`src/rtl/multi_servo_pwm_if.sv`:
```
// Position write channel (valid/ready) into multi_servo_pwm.
// The slave side belongs to the PWM block; the master side to control logic.
interface multi_servo_pwm_if #(
  parameter int unsigned CH_W  = 2,
  parameter int unsigned POS_W = 8
);
  logic             pos_valid;
  logic             pos_ready;
  logic [CH_W-1:0]  pos_ch;
  logic [POS_W-1:0] pos_data;

  modport master (output pos_valid, output pos_ch, output pos_data, input pos_ready);
  modport slave  (input pos_valid, input pos_ch, input pos_data, output pos_ready);
endinterface

```
`src/rtl/multi_servo_pwm.sv`:
```
// NUM_CH servo PWM channels on one shared frame counter; new positions commit at the
// frame boundary. Define SLEW_LIMIT_EN to limit position change to SLEW_STEP per frame.
module multi_servo_pwm #(
  parameter int unsigned NUM_CH    = 4,
  parameter int unsigned POS_W     = 8,
  parameter int unsigned FRAME_CYC = 1000000,
  parameter int unsigned MIN_CYC   = 50000,
  parameter int unsigned STEP_CYC  = 196,
  parameter int unsigned SLEW_STEP = 4
) (
  input  logic              sys_clk,
  input  logic              reset_n,
  multi_servo_pwm_if.slave  pos,
  input  logic [NUM_CH-1:0] out_en,
  output logic              pos_err,
  output logic              frame_start,
  output logic [NUM_CH-1:0] pwm
);
  localparam int unsigned CH_W  = (NUM_CH > 1) ? $clog2(NUM_CH) : 1;
  localparam int unsigned CNT_W = (FRAME_CYC > 1) ? $clog2(FRAME_CYC) : 1;
  localparam logic [CNT_W-1:0] CNT_LAST = CNT_W'(FRAME_CYC - 1);

  logic [CNT_W-1:0]  cnt_q, cnt_d;
  logic [POS_W-1:0]  target_q [NUM_CH];
  logic [POS_W-1:0]  target_d [NUM_CH];
  logic [POS_W-1:0]  active_q [NUM_CH];
  logic [POS_W-1:0]  active_d [NUM_CH];
  logic [NUM_CH-1:0] en_q, en_d;
  logic [NUM_CH-1:0] pwm_q, pwm_d;
  logic              ready_q, ready_d;
  logic              err_q, err_d;
  logic              fs_q, fs_d;
  logic              commit;
  logic              wr_fire;
  logic              ch_ok;
  logic [CH_W-1:0]   wr_ch;

  always_comb begin
    commit   = (cnt_q == CNT_LAST);
    cnt_d    = commit ? '0 : cnt_q + 1'b1;
    wr_ch    = pos.pos_ch;
    wr_fire  = pos.pos_valid && ready_q;
    ch_ok    = (32'(wr_ch) < NUM_CH);
    err_d    = wr_fire && !ch_ok;
    ready_d  = (cnt_d != CNT_LAST);
    fs_d     = (cnt_d == '0);
    target_d = target_q;
    active_d = active_q;
    en_d     = en_q;
    pwm_d    = '0;

    for (int unsigned i = 0; i < NUM_CH; i++) begin
      if (wr_fire && (wr_ch == CH_W'(i))) begin
        target_d[i] = pos.pos_data;
      end
    end

    if (commit) begin
      en_d = out_en;
      for (int unsigned i = 0; i < NUM_CH; i++) begin
`ifdef SLEW_LIMIT_EN
        // Step is only applied when the gap exceeds it, so no overshoot or wrap.
        if (target_q[i] > active_q[i]) begin
          if (32'(target_q[i] - active_q[i]) > SLEW_STEP) begin
            active_d[i] = active_q[i] + POS_W'(SLEW_STEP);
          end else begin
            active_d[i] = target_q[i];
          end
        end else if (target_q[i] < active_q[i]) begin
          if (32'(active_q[i] - target_q[i]) > SLEW_STEP) begin
            active_d[i] = active_q[i] - POS_W'(SLEW_STEP);
          end else begin
            active_d[i] = target_q[i];
          end
        end
`else
        active_d[i] = target_q[i];
`endif
      end
    end

    // Outputs are decoded from next-state values so the registers line up with cnt_q.
    for (int unsigned i = 0; i < NUM_CH; i++) begin
      pwm_d[i] = en_d[i] && (32'(cnt_d) < (MIN_CYC + 32'(active_d[i]) * STEP_CYC));
    end
  end

  always_ff @(posedge sys_clk) begin
    if (!reset_n) begin
      cnt_q    <= CNT_LAST;
      target_q <= '{default: '0};
      active_q <= '{default: '0};
      en_q     <= '0;
      pwm_q    <= '0;
      ready_q  <= 1'b0;
      err_q    <= 1'b0;
      fs_q     <= 1'b0;
    end else begin
      cnt_q    <= cnt_d;
      target_q <= target_d;
      active_q <= active_d;
      en_q     <= en_d;
      pwm_q    <= pwm_d;
      ready_q  <= ready_d;
      err_q    <= err_d;
      fs_q     <= fs_d;
    end
  end

  assign pos.pos_ready = ready_q;
  assign pos_err       = err_q;
  assign frame_start   = fs_q;
  assign pwm           = pwm_q;
endmodule
```
`src/flat_wrapper.sv`:
```
// flat-port wrapper written by rule: the top's interface ports become plain ports
module multi_servo_pwm_flat 
#(
  parameter int unsigned NUM_CH    = 4,
  parameter int unsigned POS_W     = 8,
  parameter int unsigned FRAME_CYC = 1000000,
  parameter int unsigned MIN_CYC   = 50000,
  parameter int unsigned STEP_CYC  = 196,
  parameter int unsigned SLEW_STEP = 4
)
  (sys_clk, reset_n, out_en, pos_err, frame_start, pwm, pos_pos_valid, pos_pos_ch, pos_pos_data, pos_pos_ready);
  multi_servo_pwm_if #(.POS_W(POS_W)) pos_i ();
  input  logic sys_clk;
  input  logic reset_n;
  input  logic [NUM_CH-1:0] out_en;
  output logic pos_err;
  output logic frame_start;
  output logic [NUM_CH-1:0] pwm;
  input wire logic [$bits(pos_i.pos_valid)-1:0] pos_pos_valid;
  input wire logic [$bits(pos_i.pos_ch)-1:0] pos_pos_ch;
  input wire logic [$bits(pos_i.pos_data)-1:0] pos_pos_data;
  output wire logic [$bits(pos_i.pos_ready)-1:0] pos_pos_ready;
  assign pos_i.pos_valid = pos_pos_valid;
  assign pos_i.pos_ch = pos_pos_ch;
  assign pos_i.pos_data = pos_pos_data;
  assign pos_pos_ready = pos_i.pos_ready;
  multi_servo_pwm #(.NUM_CH(NUM_CH), .POS_W(POS_W), .FRAME_CYC(FRAME_CYC), .MIN_CYC(MIN_CYC), .STEP_CYC(STEP_CYC), .SLEW_STEP(SLEW_STEP)) u_core (.sys_clk(sys_clk), .reset_n(reset_n), .pos(pos_i), .out_en(out_en), .pos_err(pos_err), .frame_start(frame_start), .pwm(pwm));
endmodule
```
`config.mk`:
```
export PLATFORM = sky130hd
export DESIGN_NAME = multi_servo_pwm_flat
export DESIGN_NICKNAME = d
export VERILOG_FILES = /design/src/rtl/multi_servo_pwm_if.sv /design/src/rtl/multi_servo_pwm.sv /design/src/flat_wrapper.sv
export SDC_FILE = /design/constraint.sdc
export NUM_CORES = 1
export LEC_CHECK = 0
export CAP_MARGIN = 5
export CORE_ASPECT_RATIO = 1.4
export CORE_MARGIN = 2
export CORE_UTILIZATION = 45
export CTS_CLUSTER_DIAMETER = 150
export CTS_CLUSTER_SIZE = 8
export DETAILED_ROUTE_END_ITERATION = 7
export PLACE_DENSITY_LB_ADDON = 0.3
export SYNTH_ARGS = -nofsm -noshare
export SYNTH_HDL_FRONTEND = slang
export SYNTH_SLANG_ARGS = --single-unit
export TNS_END_PERCENT = 100
```
`constraint.sdc`:
```
create_clock -name sys_clk -period 7.65 [get_ports sys_clk]
set_clock_uncertainty 0.2 [all_clocks]
set_input_delay 2.295 -clock sys_clk [delete_from_list [all_inputs] [get_ports sys_clk]]
set_output_delay 2.295 -clock sys_clk [all_outputs]
set_load 0.03 [all_outputs]
```
==> metrics.log, run 1 <==
[metrics] status: finished clean
[metrics] layout cells sized above 1: 3.84%
[metrics] Final ANT Viol Nets: 0
[metrics] final cell utilization of the core: between 40% and 50%
[metrics] total global routing overflow: 0
[metrics] level count of the clock H-tree: 3
[metrics] data arrival time at the worst-slack endpoint: about 7 ns
[metrics] CP startpoint kind: flip-flop
[metrics] required time of the critical path: 7.69 ns
[metrics] placed wire-length estimate after detailed placement: approximately 17000 um
[metrics] TritonCTS clock tree: built
[metrics] antenna violations before repair: 0
[metrics] WL final: ~21000 um
[metrics] worst skew pair latency: around 0.35 ns
[metrics] Initial DRT Pass Iterations: 5
[metrics] r2r endpoint: u_core.pwm[1]
[metrics] power per cell area: between 150 and 200 nW/um^2
[metrics] Bufs on Longest Clock Path: 2
[metrics] starting density of the core: between 40 and 50%
[metrics] maximum operating frequency: 0.144 GHz
[metrics] Leakage: ~4.6 nW
[metrics] Die Ht: 166 um
[metrics] crit path to: u_core.pwm[1]
[metrics] power dissipated by switching net loads: around 0.76 mW
[metrics] largest cells by area after synthesis: sky130_fd_sc_hd__ha_1, sky130_fd_sc_hd__dfxtp_1, sky130_fd_sc_hd__nand2_1
[metrics] post-synthesis instance total: 1019
[metrics] shortest clock period the worst path allows after layout: 6.93 ns
[metrics] Std-Cell Rows: 59
[metrics] most instantiated cells after synthesis: sky130_fd_sc_hd__nand2_1, sky130_fd_sc_hd__ha_1, sky130_fd_sc_hd__dfxtp_1
[metrics] kind of critical path: flip-flop to flip-flop
[metrics] part of the total power dissipated in combinational logic: between 40 and 50%
[metrics] Resized cells post-CTS: 0
[metrics] Reg2Reg Setup Slack: a little over 0.7 ns
[metrics] number of hold violations in the final report: 0
[metrics] Final setup violation count: 0
[metrics] placed instance count: between 1000 and 1500
[metrics] dominant cell by count in the synthesized netlist: sky130_fd_sc_hd__nand2_1
[metrics] pre-CTS setup slack: roughly 0.49 ns
[metrics] non-filler cells in the finished layout: ~1300
[metrics] Hold Path Class: flip-flop to flip-flop
[metrics] core area: ~19000 sq um
[metrics] relative slew slack: between 20% and 30%
[metrics] beginning of the worst register-to-register path: u_core.cnt_q[7]
[metrics] Internal Dissipation: 1.07 mW
[metrics] cell breakdown of the critical path: or4_1 -> or4_1 -> or2_4 -> mux2i_1 -> inv_1 -> ha_1 -> fa_1 -> ha_1 -> ha_1 -> inv_1 -> fa_1 -> nor2b_1 -> o21ai_0 -> a21o_1 -> a311oi_1 -> o31ai_1 -> xnor2_1 -> ha_1 -> nand4_1 -> nor4_1 -> o31ai_1 -> and4_1
[metrics] number of max-capacitance violations reported: 0
[metrics] Clock power frac: approximately a quarter
[metrics] first-pass GRT wire length: between 30000 and 40000 um
[metrics] total DRC errors in the routed layout: 0
[metrics] number of buffers inserted by port buffering: 22
[metrics] Worst-path clk slew: 0.07 ns
[metrics] post-synthesis cell type with the largest combined area: sky130_fd_sc_hd__ha_1
[metrics] syn nets: between 1000 and 1500
[metrics] worst supply voltage drop on vdd: about 0.00017 V
[metrics] hold buffer count at cts: 0
[metrics] Vias per Instance: 5.57
[metrics] pin count of the biggest net entering global routing: about 40
[metrics] global-route total usage across every layer: about a fifth
[metrics] Warnings, synthesis: 0
[metrics] weighted congestion at the end of routability-driven global placement: 0.858
[metrics] final routed wire length divided by cell count: between 15 and 20 um
[metrics] post-synthesis cell area: 8440 sq um
[metrics] relative area change from synthesis to final layout: 9.11%
[metrics] most prevalent standard cell on the critical path: sky130_fd_sc_hd__ha_1
[metrics] worst setup path start: u_core.cnt_q[7]
[metrics] RSZ-0062 raised after global routing: no
[metrics] number of flops mapped to enable cells by yosys: 0
[metrics] starting DRC count in detailed routing: 382
[metrics] number of nets at the end of the flow: roughly 1200
[metrics] total vias in the final route: 7155
[metrics] Final Cell Area: 9210 sq um
[metrics] switching power as a share of total power: around two fifths
[metrics] number of distinct library cells after synthesis: between 50 and 60
[metrics] proportion of synthesized chip area in sequential cells: between 20% and 30%
[metrics] worst reg-to-reg path cell count: 22
[metrics] CTS Buf Count: 9
[metrics] Post-CTS Setup Repair Bufs: 0
[metrics] mean area per synthesized cell: just over 8 sq um
[metrics] slew at the pin closest to its max-slew limit: approximately 1.2 ns
[metrics] width of the die: ~120 um
[metrics] post-place instance area: 8910 sq um
[metrics] vias in the first global route: 6827
[metrics] Sum Neg Setup Slack: 0 ns
[metrics] share of Yosys cell area claimed by the top area cell type: between 20 and 30%
[metrics] ys flop type: sky130_fd_sc_hd__dfxtp_1
[metrics] post-route fraction of the period consumed by the critical path: approximately nine tenths
[metrics] flops & latches, synth: 94
[metrics] setup slack after layout: between 0.7 and 0.8 ns
[metrics] maximum fanout along the worst path: 36
[metrics] I/O pin cnt: 24
[metrics] Critical Path Max Stage Delay: 0.57 ns
[metrics] floorplan die area: just under 20000 sq um
[metrics] relative contribution of sequential cells to total power: 30.2%
[metrics] Critical-path top delay cell: sky130_fd_sc_hd__or4_1
[metrics] Root Buffer Master: sky130_fd_sc_hd__clkbuf_16
[metrics] Final Slew Violations: 0
[metrics] type of destination of the critical path: flip-flop
[metrics] # diodes: 0
[metrics] Clock Sinks: 94
[metrics] asr flop ratio synth: 0%
[power groups by stage]
stage	logic [mW]	registers (mW)	clock network (mW)
finish	0.828	0.555	0.454
detailed placement	0.817	0.565	0
global placement	0.809	0.564	0
CTS	0.825	0.554	0.459
global route	0.910	0.559	0.483
floorplan	0.576	0.558	0
[routing by layer]
metal,GRT usage (%),up-vias,part of all wire (%)
met4,9.62,0,3.8
met3,1.82,36,2.7
met5,0,-,0
met1,24.5,3346,42
li1,-,3655,-
met2,39.5,118,52
[registers in the layout, indices dropped and copies added, names as in the netlist]
| name | count |
|---|---|
| u_core.active_q | 32 |
| u_core.cnt_q | 20 |
| u_core.pos.pos_ready | 1 |
| u_core.pwm | 4 |
| u_core.en_q | 4 |
| u_core.target_q | 32 |
| u_core.frame_start | 1 |
[how the worst min path moves through the flow]
stage | from | slack [ns] | end | cells past startpoint
5_1_grt | u_core.target_q[23] | 0.27 | u_core.target_q[23] | 2
6_report | u_core.target_q[9] | 0.26 | u_core.target_q[9] | 2
4_1_cts | u_core.target_q[9] | 0.26 | u_core.target_q[9] | 2
3_5_place_dp | u_core.target_q[12] | 0.25 | u_core.target_q[12] | 2
3_3_place_gp | u_core.target_q[12] | 0.24 | u_core.target_q[12] | 2
2_1_floorplan | u_core.target_q[14] | 0.24 | u_core.target_q[14] | 2
[final cells by class]
class | count | area, sq um
clock inverter | 6 | 71.3
inverter | 52 | 195
timing repair buffer | 31 | 288
multi-input combinational | 849 | 6250
sequential | 94 | 1880
tap | 244 | 305
fill | 1818 | 9320
clock buffer | 9 | 225
[cells by family (layout without fill, tap and decap cells)]
| logic type | after synthesis | count (layout) | synth area share (%) |
|---|---|---|---|
| other | 1 | 1 | 0.0444 |
| adders and majority gates | 181 | 181 | 27.9 |
| DFF | 94 | 94 | 22.3 |
| xor gates and xnor gates | 72 | 72 | 7.47 |
| AOI/OAI and AO/OA | 203 | 203 | 15.0 |
| and+or+nand+nor | 379 | 379 | 21.5 |
| buffers and inverters | 76 | 98 | 3.85 |
| muxes | 13 | 13 | 1.99 |
[metrics by stage]
| step | hold slack [ns] | total power, mW |
|---|---|---|
| after floorplan | 0.236 | 1.13 |
| after global placement | 0.242 | 1.37 |
| after detailed placement | 0.248 | 1.38 |
| after CTS | 0.258 | 1.84 |
| after global routing | 0.271 | 1.95 |
| final | 0.257 | 1.84 |
[layout by cell type (no fill, tap or decap), drive strengths merged, types with 11 or more instances in the layout]
cell,instances
ha,169
a21o,22
a211oi,11
inv,54
dfxtp,94
and2,14
o21ai,33
xor2,28
clkdlybuf4s50,22
nand3,18
nor3,16
xnor2,44
a21oi,87
mux2i,13
nor2b,15
nor2,65
fa,12
nand2,175
o31ai,13
nand4,17
or3,12
[critical path, delay by kind of cell, from the launching register on]
family	cells	cell delay, ns
fa+ha+maj	6	1.95
xor+xnor	1	0.16
buf+inv	2	0.17
mux	1	0.36
simple gates	7	2.40
compound gates	5	1.14
flops	1	0.41
No activity file was read; power rests on OpenSTA's default activity.
==> run 2: changes to the inputs <==
--- a/config.mk
+++ b/config.mk
@@ -13,6 +13,8 @@
 export CTS_CLUSTER_SIZE = 8
 export DETAILED_ROUTE_END_ITERATION = 7
 export PLACE_DENSITY_LB_ADDON = 0.3
+export RECOVER_POWER = 25
+export SLEW_MARGIN = 20
 export SYNTH_ARGS = -nofsm -noshare
 export SYNTH_HDL_FRONTEND = slang
 export SYNTH_SLANG_ARGS = --single-unit
==> run 2 against run 1 <==
Against the previous run: setup slack hardly changed; clock power hardly changed; first-iteration DRC count is 2.6% lower; global-route usage stayed put.
==> metrics.log, run 2 (synthesis gave the netlist of run 1 again) <==
[metrics] worst supply voltage drop on vdd: about 0.00017 V
[metrics] slew at the pin closest to its max-slew limit: between 1 and 1.5 ns
[metrics] kind of critical path: flip-flop to flip-flop
[metrics] layout cells sized above 1: 3.65%
[metrics] part of the total power dissipated in combinational logic: around 45%
[metrics] floorplan die area: approximately 20000 sq um
[metrics] Initial DRT Pass Iterations: 5
[metrics] antenna violations before repair: 0
[metrics] type of destination of the critical path: flip-flop
[metrics] width of the die: 120 um
[metrics] CP startpoint kind: flip-flop
[metrics] pin count of the biggest net entering global routing: 41
[metrics] Filler Cell Count: ~1800
[metrics] Clock Sinks: 94
[metrics] RSZ-0062 raised after global routing: no
[metrics] cell breakdown of the critical path: or4_1 -> or4_1 -> or2_4 -> mux2i_1 -> inv_1 -> ha_1 -> fa_1 -> ha_1 -> ha_1 -> inv_1 -> fa_1 -> nor2b_1 -> o21ai_0 -> a21o_1 -> a311oi_1 -> o31ai_1 -> xnor2_1 -> ha_1 -> nand4_1 -> nor4_1 -> o31ai_1 -> and4_1
[metrics] starting DRC count in detailed routing: 372
[metrics] WL final: 21200 um
[metrics] total vias in the final route: a little over 7000
[metrics] Leakage: roughly 4.6 nW
[metrics] shortest clock period the worst path allows after layout: approximately 7 ns
[metrics] non-filler cells in the finished layout: approximately 1300
[metrics] maximum operating frequency: around 0.14 GHz
[metrics] starting density of the core: 45.6%
[metrics] Hold Path Class: flip-flop to flip-flop
[metrics] weighted congestion at the end of routability-driven global placement: ~0.86
[metrics] status: finished clean
[metrics] power per cell area: around 200 nW/um^2
[metrics] most frequent standard cell in the layout excluding fill and tap cells: sky130_fd_sc_hd__nand2_1
[metrics] number of max-capacitance violations reported: 0
[metrics] data arrival time at the worst-slack endpoint: between 6 and 7 ns
[metrics] Final setup violation count: 0
[metrics] first-pass GRT wire length: around 34000 um
[metrics] Critical Path Max Stage Delay: around 0.57 ns
[metrics] I/O pin cnt: 24
[metrics] worst skew pair latency: 0.35 ns
[metrics] largest delay contributor family on the critical path: simple AND/OR/NAND/NOR gates
[metrics] number of nets at the end of the flow: 1235
[metrics] Internal Dissipation: ~1.1 mW
[metrics] relative slew slack: about a fifth
[metrics] length of routed met2 wiring: 11000 um
[metrics] global-route total usage across every layer: 21.3%
[metrics] switching power as a share of total power: 41.6%
[metrics] core area: between 15000 and 20000 sq um
[metrics] level count of the clock H-tree: 3
[metrics] relative area change from synthesis to final layout: 9.07%
[metrics] vias in the first global route: roughly 6800
[metrics] leading cell types in the layout, fill and taps excluded: sky130_fd_sc_hd__nand2_1, sky130_fd_sc_hd__ha_1, sky130_fd_sc_hd__dfxtp_1
[metrics] placed instance count: 1270
[metrics] hold buffer count at cts: 0
[metrics] CTS Buf Count: 9
[metrics] most prevalent standard cell on the critical path: sky130_fd_sc_hd__ha_1
[metrics] Std-Cell Rows: about 60
[metrics] Worst-path clk slew: roughly 0.07 ns
[metrics] Root Buffer Master: sky130_fd_sc_hd__clkbuf_16
[metrics] topmost layer with routed signal wires: met4
[metrics] length of routed met3 wiring: around 600 um
[metrics] number of buffers inserted by port buffering: 22
[metrics] # diodes: 0
[metrics] total DRC errors in the routed layout: 0
[metrics] placed wire-length estimate after detailed placement: roughly 17000 um
[metrics] Vias per Instance: 5.57
[metrics] buffers and inverters on the worst path: 2
[metrics] TritonCTS clock tree: built
[metrics] post-route fraction of the period consumed by the critical path: 90.5%
[metrics] total global routing overflow: 0
[metrics] Bufs on Longest Clock Path: 2
[metrics] met1 wire length: between 8000 and 9000 um
[metrics] final routed wire length divided by cell count: around 17 um
[metrics] largest registers: u_core.active_q x32, u_core.target_q x32, u_core.cnt_q x20
[metrics] required time of the critical path: 7.69 ns
[metrics] Die Ht: between 150 and 200 um
[metrics] maximum fanout along the worst path: 36
[metrics] Clock power frac: between 20% and 30%
[metrics] relative contribution of sequential cells to total power: 30.2%
[metrics] Sum Neg Setup Slack: 0 ns
[metrics] Final ANT Viol Nets: 0
[metrics] power dissipated by switching net loads: roughly 0.76 mW
[metrics] Final Slew Violations: 0
[metrics] number of hold violations in the final report: 0
[metrics] Critical-path top delay cell: sky130_fd_sc_hd__or4_1
-- run 2: changes by cell type in the layout (fill, tap and decap cells not counted) --
cell                              change
sky130_fd_sc_hd__dlygate4sd3_1        +1
sky130_fd_sc_hd__clkbuf_1             +1
sky130_fd_sc_hd__buf_4                -1
sky130_fd_sc_hd__and2_0               +5
sky130_fd_sc_hd__inv_2                -1
sky130_fd_sc_hd__and2_1               -5
sky130_fd_sc_hd__inv_1                +1
sky130_fd_sc_hd__clkdlybuf4s50_1      -1
-- run 2: repair_timing --
action	CTS	global route
buffers inserted	0	0
gates resized for setup	0	1
endpoints found under the setup margin	0	1
endpoints found under the hold margin	0	0
-- run 2: metrics by stage --
stage	area [sq um]	hold WS (ns)	setup slack, ns	power [mW]	utilization, %
2_1_floorplan	8440	0.236	1.07	1.13	-
6_report	9210	0.257	0.724	1.84	49.7
3_3_place_gp	8910	0.242	0.552	1.37	48.1
3_5_place_dp	8910	0.248	0.485	1.38	48.1
4_1_cts	9210	0.258	0.470	1.84	49.7
5_1_grt	9210	0.271	0.279	1.95	49.7
-- run 2: power groups by stage --
stage          Combinational (mW)  Sequential, mW  Clock [mW]
5_1_grt                     0.910           0.559       0.483
3_3_place_gp                0.809           0.564           0
6_report                    0.827           0.555       0.455
3_5_place_dp                0.817           0.565           0
2_1_floorplan               0.576           0.558           0
4_1_cts                     0.825           0.554       0.459
-- run 2: worst paths after layout --
check / from / end / slack, ns / cells past startpoint
setup / recovery: u_core.cnt_q[7] / u_core.pwm[1] / 0.72 / 22
setup reg to reg: u_core.cnt_q[7] / u_core.pwm[1] / 0.72 / 22
hold reg to reg: u_core.target_q[9] / u_core.target_q[9] / 0.26 / 2
hold / removal: u_core.target_q[9] / u_core.target_q[9] / 0.26 / 2
-- run 2: worst reg2reg max path: stages, from the launching register on --
cell	delay, ns
sky130_fd_sc_hd__dfxtp_1	0.41
sky130_fd_sc_hd__or4_1	0.55
sky130_fd_sc_hd__or4_1	0.57
sky130_fd_sc_hd__or2_4	0.46
sky130_fd_sc_hd__mux2i_1	0.38
sky130_fd_sc_hd__inv_1	0.11
sky130_fd_sc_hd__ha_1	0.31
sky130_fd_sc_hd__fa_1	0.47
sky130_fd_sc_hd__ha_1	0.29
sky130_fd_sc_hd__ha_1	0.19
sky130_fd_sc_hd__inv_1	0.06
sky130_fd_sc_hd__fa_1	0.39
sky130_fd_sc_hd__nor2b_1	0.12
sky130_fd_sc_hd__o21ai_0	0.13
sky130_fd_sc_hd__a21o_1	0.23
sky130_fd_sc_hd__a311oi_1	0.51
sky130_fd_sc_hd__o31ai_1	0.17
sky130_fd_sc_hd__xnor2_1	0.16
sky130_fd_sc_hd__ha_1	0.30
sky130_fd_sc_hd__nand4_1	0.16
sky130_fd_sc_hd__nor4_1	0.33
sky130_fd_sc_hd__o31ai_1	0.10
sky130_fd_sc_hd__and4_1	0.22
-- run 2: layer usage --
metal  up-vias  track usage (%)
li1       3653                -
met2       124             39.5
met1      3336             24.5
met3        40             1.82
met5         -                0
met4         0             9.62
-- run 2: final cells by class --
| type | count | area [sq um] | area share (%) |
|---|---|---|---|
| clock buffers | 9 | 225 | 2.45 |
| clock inverters | 6 | 71.3 | 0.774 |
| inverters | 52 | 195 | 2.12 |
| multi-input cells | 849 | 6250 | 67.8 |
| flip-flops and latches | 94 | 1880 | 20.4 |
| well taps | 244 | 305 | 3.32 |
| repair buffers | 31 | 284 | 3.08 |
==> run 3: changes to the inputs <==
--- a/config.mk
+++ b/config.mk
@@ -7,13 +7,12 @@
 export LEC_CHECK = 0
 export CAP_MARGIN = 5
 export CORE_ASPECT_RATIO = 1.4
-export CORE_MARGIN = 2
+export CORE_MARGIN = 8
 export CORE_UTILIZATION = 45
 export CTS_CLUSTER_DIAMETER = 150
 export CTS_CLUSTER_SIZE = 8
 export DETAILED_ROUTE_END_ITERATION = 7
 export PLACE_DENSITY_LB_ADDON = 0.3
-export RECOVER_POWER = 25
 export SLEW_MARGIN = 20
 export SYNTH_ARGS = -nofsm -noshare
 export SYNTH_HDL_FRONTEND = slang
==> run 3 against run 2 <==
Against the previous run: total power rose by 2.8%; setup slack got worse by 0.20 ns; die area rose by 18%; clock power rose by 11%; largest cell class unchanged; largest power group unchanged.
==> metrics.log, run 3 (synthesis gave the netlist of run 1 again) <==
[metrics] I/O pin cnt: 24
[metrics] total global routing overflow: 0
[metrics] placed instance count: 1269
[metrics] pin count of the biggest net entering global routing: 59
[metrics] Total Power Consumption: roughly 1.9 mW
[metrics] combined area of the multi-input logic cells: roughly 6200 sq um
[metrics] first-pass GRT wire length: between 30000 and 40000 um
[metrics] number of max-capacitance violations reported: 0
[metrics] total vias in the final route: 7138
[metrics] Filler Cell Count: about 1800
[metrics] WL final: 21000 um
[metrics] starting density of the core: 45.6%
[metrics] global-route total usage across every layer: between 10% and 20%
[metrics] Final ANT Viol Nets: 0
[metrics] Sum Neg Setup Slack: 0 ns
[metrics] vias in the first global route: just under 7000
[metrics] Final Slew Violations: 0
[metrics] level count of the clock H-tree: 3
[metrics] antenna violations before repair: 0
[metrics] floorplan die area: roughly 23000 sq um
[metrics] post-place instance area: about 8900 sq um
[metrics] Initial DRT Pass Iterations: 5
[metrics] final routed wire length divided by cell count: 16.4 um
[metrics] Vias per Instance: around 5.6
[metrics] Post-CTS Setup Repair Bufs: 0
[metrics] Critical-path top delay cell: sky130_fd_sc_hd__or2_2
[metrics] maximum fanout along the worst path: 36
[metrics] relative area change from synthesis to final layout: 9.43%
[metrics] CTS Buf Count: 9
[metrics] cell breakdown of the critical path: or4_1 -> or4_1 -> or2_2 -> mux2i_1 -> inv_1 -> ha_1 -> fa_1 -> ha_1 -> ha_1 -> inv_1 -> fa_1 -> nor2b_1 -> o21a_1 -> o21ai_0 -> a311oi_1 -> o41ai_1 -> xnor2_1 -> ha_1 -> nand4_1 -> nor4_1 -> o31ai_1 -> and4_1
[metrics] Die Ht: 178 um
[metrics] CP startpoint kind: flip-flop
[metrics] hold buffer count at cts: 0
[metrics] Final setup violation count: 0
[metrics] TritonCTS clock tree: built
[metrics] Worst-path clk slew: 0.07 ns
[metrics] Final Cell Area: about 9200 sq um
[metrics] slew at the pin closest to its max-slew limit: approximately 1.2 ns
[metrics] post-route fraction of the period consumed by the critical path: between 90 and 100%
[metrics] data arrival time at the worst-slack endpoint: approximately 7 ns
[metrics] worst supply voltage drop on vdd: 0.000142 V
[metrics] layout cells sized above 1: about 3.7%
[metrics] buffers and inverters on the worst path: 2
[metrics] status: finished clean
[metrics] maximum operating frequency: roughly 0.14 GHz
[metrics] type of destination of the critical path: flip-flop
[metrics] core area: 18500 sq um
[metrics] Clock Sinks: 94
[metrics] placed wire-length estimate after detailed placement: 16500 um
[metrics] total DRC errors in the routed layout: 0
[metrics] largest registers: u_core.active_q x32, u_core.target_q x32, u_core.cnt_q x20
[metrics] leading cell types in the layout, fill and taps excluded: sky130_fd_sc_hd__nand2_1, sky130_fd_sc_hd__ha_1, sky130_fd_sc_hd__dfxtp_1
[metrics] Std-Cell Rows: 59
[metrics] number of nets at the end of the flow: ~1200
[metrics] required time of the critical path: between 7 and 8 ns
[metrics] Hold Path Class: flip-flop to flip-flop
[metrics] number of buffers inserted by port buffering: 22
[metrics] non-filler cells in the finished layout: between 1000 and 1500
[metrics] number of hold violations in the final report: 0
[metrics] width of the die: 132 um
[metrics] most prevalent standard cell on the critical path: sky130_fd_sc_hd__ha_1
[metrics] Leakage: 4.57 nW
[metrics] power per cell area: 204 nW/um^2
[metrics] weighted congestion at the end of routability-driven global placement: slightly below 0.9
[metrics] kind of critical path: flip-flop to flip-flop
[metrics] WHS: roughly 0.26 ns
[metrics] Root Buffer Master: sky130_fd_sc_hd__clkbuf_16
[metrics] relative slew slack: 19.1%
[metrics] Critical Path Max Stage Delay: ~0.67 ns
[metrics] RSZ-0062 raised after global routing: no
[metrics] # diodes: 0
[metrics] shortest clock period the worst path allows after layout: about 7.1 ns
[metrics] starting DRC count in detailed routing: between 300 and 400
[metrics] largest delay contributor family on the critical path: simple AND/OR/NAND/NOR gates
[metrics] Bufs on Longest Clock Path: 2
[metrics] worst skew pair latency: between 0.3 and 0.4 ns
[metrics] area occupied by registers: roughly 1900 sq um
[metrics] most frequent standard cell in the layout excluding fill and tap cells: sky130_fd_sc_hd__nand2_1
[metrics] Resized cells post-CTS: 0
-- run 3: cell types whose count changed in the layout (fill, tap and decap cells not counted), sizes merged --
cell,change
clkdlybuf4s50,+1
clkinvlp,-1
clkbuf,-1
bufinv,+2
clkinv,-2
dlygate4sd3,-1
-- run 3: report_power, final --
part           leakage [nW]  internal, mW  switching [mW]
clock network         0.162         0.318           0.188
registers             0.762         0.526          0.0300
logic                  3.65         0.290           0.536
total                  4.57          1.13           0.754
-- run 3: path summary, 6_finish.rpt --
check / startpoint / endpoint / slack, ns / depth (start not counted)
max: u_core.cnt_q[7] / u_core.pwm[2] / 0.52 / 22
min: u_core.target_q[15] / u_core.target_q[15] / 0.26 / 2
max reg2reg: u_core.cnt_q[7] / u_core.pwm[2] / 0.52 / 22
min reg2reg: u_core.target_q[15] / u_core.target_q[15] / 0.26 / 2
-- run 3: layer usage --
metal / wire length (um) / global-route usage [%]
met1: 8680 / 19.3
met2: 10800 / 33.2
met3: 534 / 1.32
met4: 952 / 10.1
met5: 0 / 0
-- run 3: worst reg2reg max path, cell delays in order, from the launching register on --
cell                       delay [ns]
sky130_fd_sc_hd__dfxtp_1         0.40
sky130_fd_sc_hd__or4_1           0.54
sky130_fd_sc_hd__or4_1           0.52
sky130_fd_sc_hd__or2_2           0.67
sky130_fd_sc_hd__mux2i_1         0.44
sky130_fd_sc_hd__inv_1           0.11
sky130_fd_sc_hd__ha_1            0.31
sky130_fd_sc_hd__fa_1            0.47
sky130_fd_sc_hd__ha_1            0.30
sky130_fd_sc_hd__ha_1            0.19
sky130_fd_sc_hd__inv_1           0.06
sky130_fd_sc_hd__fa_1            0.40
sky130_fd_sc_hd__nor2b_1         0.12
sky130_fd_sc_hd__o21a_1          0.15
sky130_fd_sc_hd__o21ai_0         0.14
sky130_fd_sc_hd__a311oi_1        0.54
sky130_fd_sc_hd__o41ai_1         0.19
sky130_fd_sc_hd__xnor2_1         0.17
sky130_fd_sc_hd__ha_1            0.30
sky130_fd_sc_hd__nand4_1         0.17
sky130_fd_sc_hd__nor4_1          0.30
sky130_fd_sc_hd__o31ai_1         0.10
sky130_fd_sc_hd__and4_1          0.22
-- run 3: area by class of cell --
cell class,count,area share [%]
Inverter,52,2.11
Tap cell,244,3.30
Clock buffer,9,2.44
Multi-Input combinational cell,849,67.6
Clock inverter,5,1.16
Sequential cell,94,20.4
Timing Repair Buffer,30,3.03
-- run 3: stage by stage --
stage	worst slack, ns	utilization [%]
3_5_place_dp	0.520	48.1
4_1_cts	0.475	49.9
6_report	0.519	49.9
5_1_grt	0.157	49.9
2_1_floorplan	1.07	-
3_3_place_gp	0.589	48.1
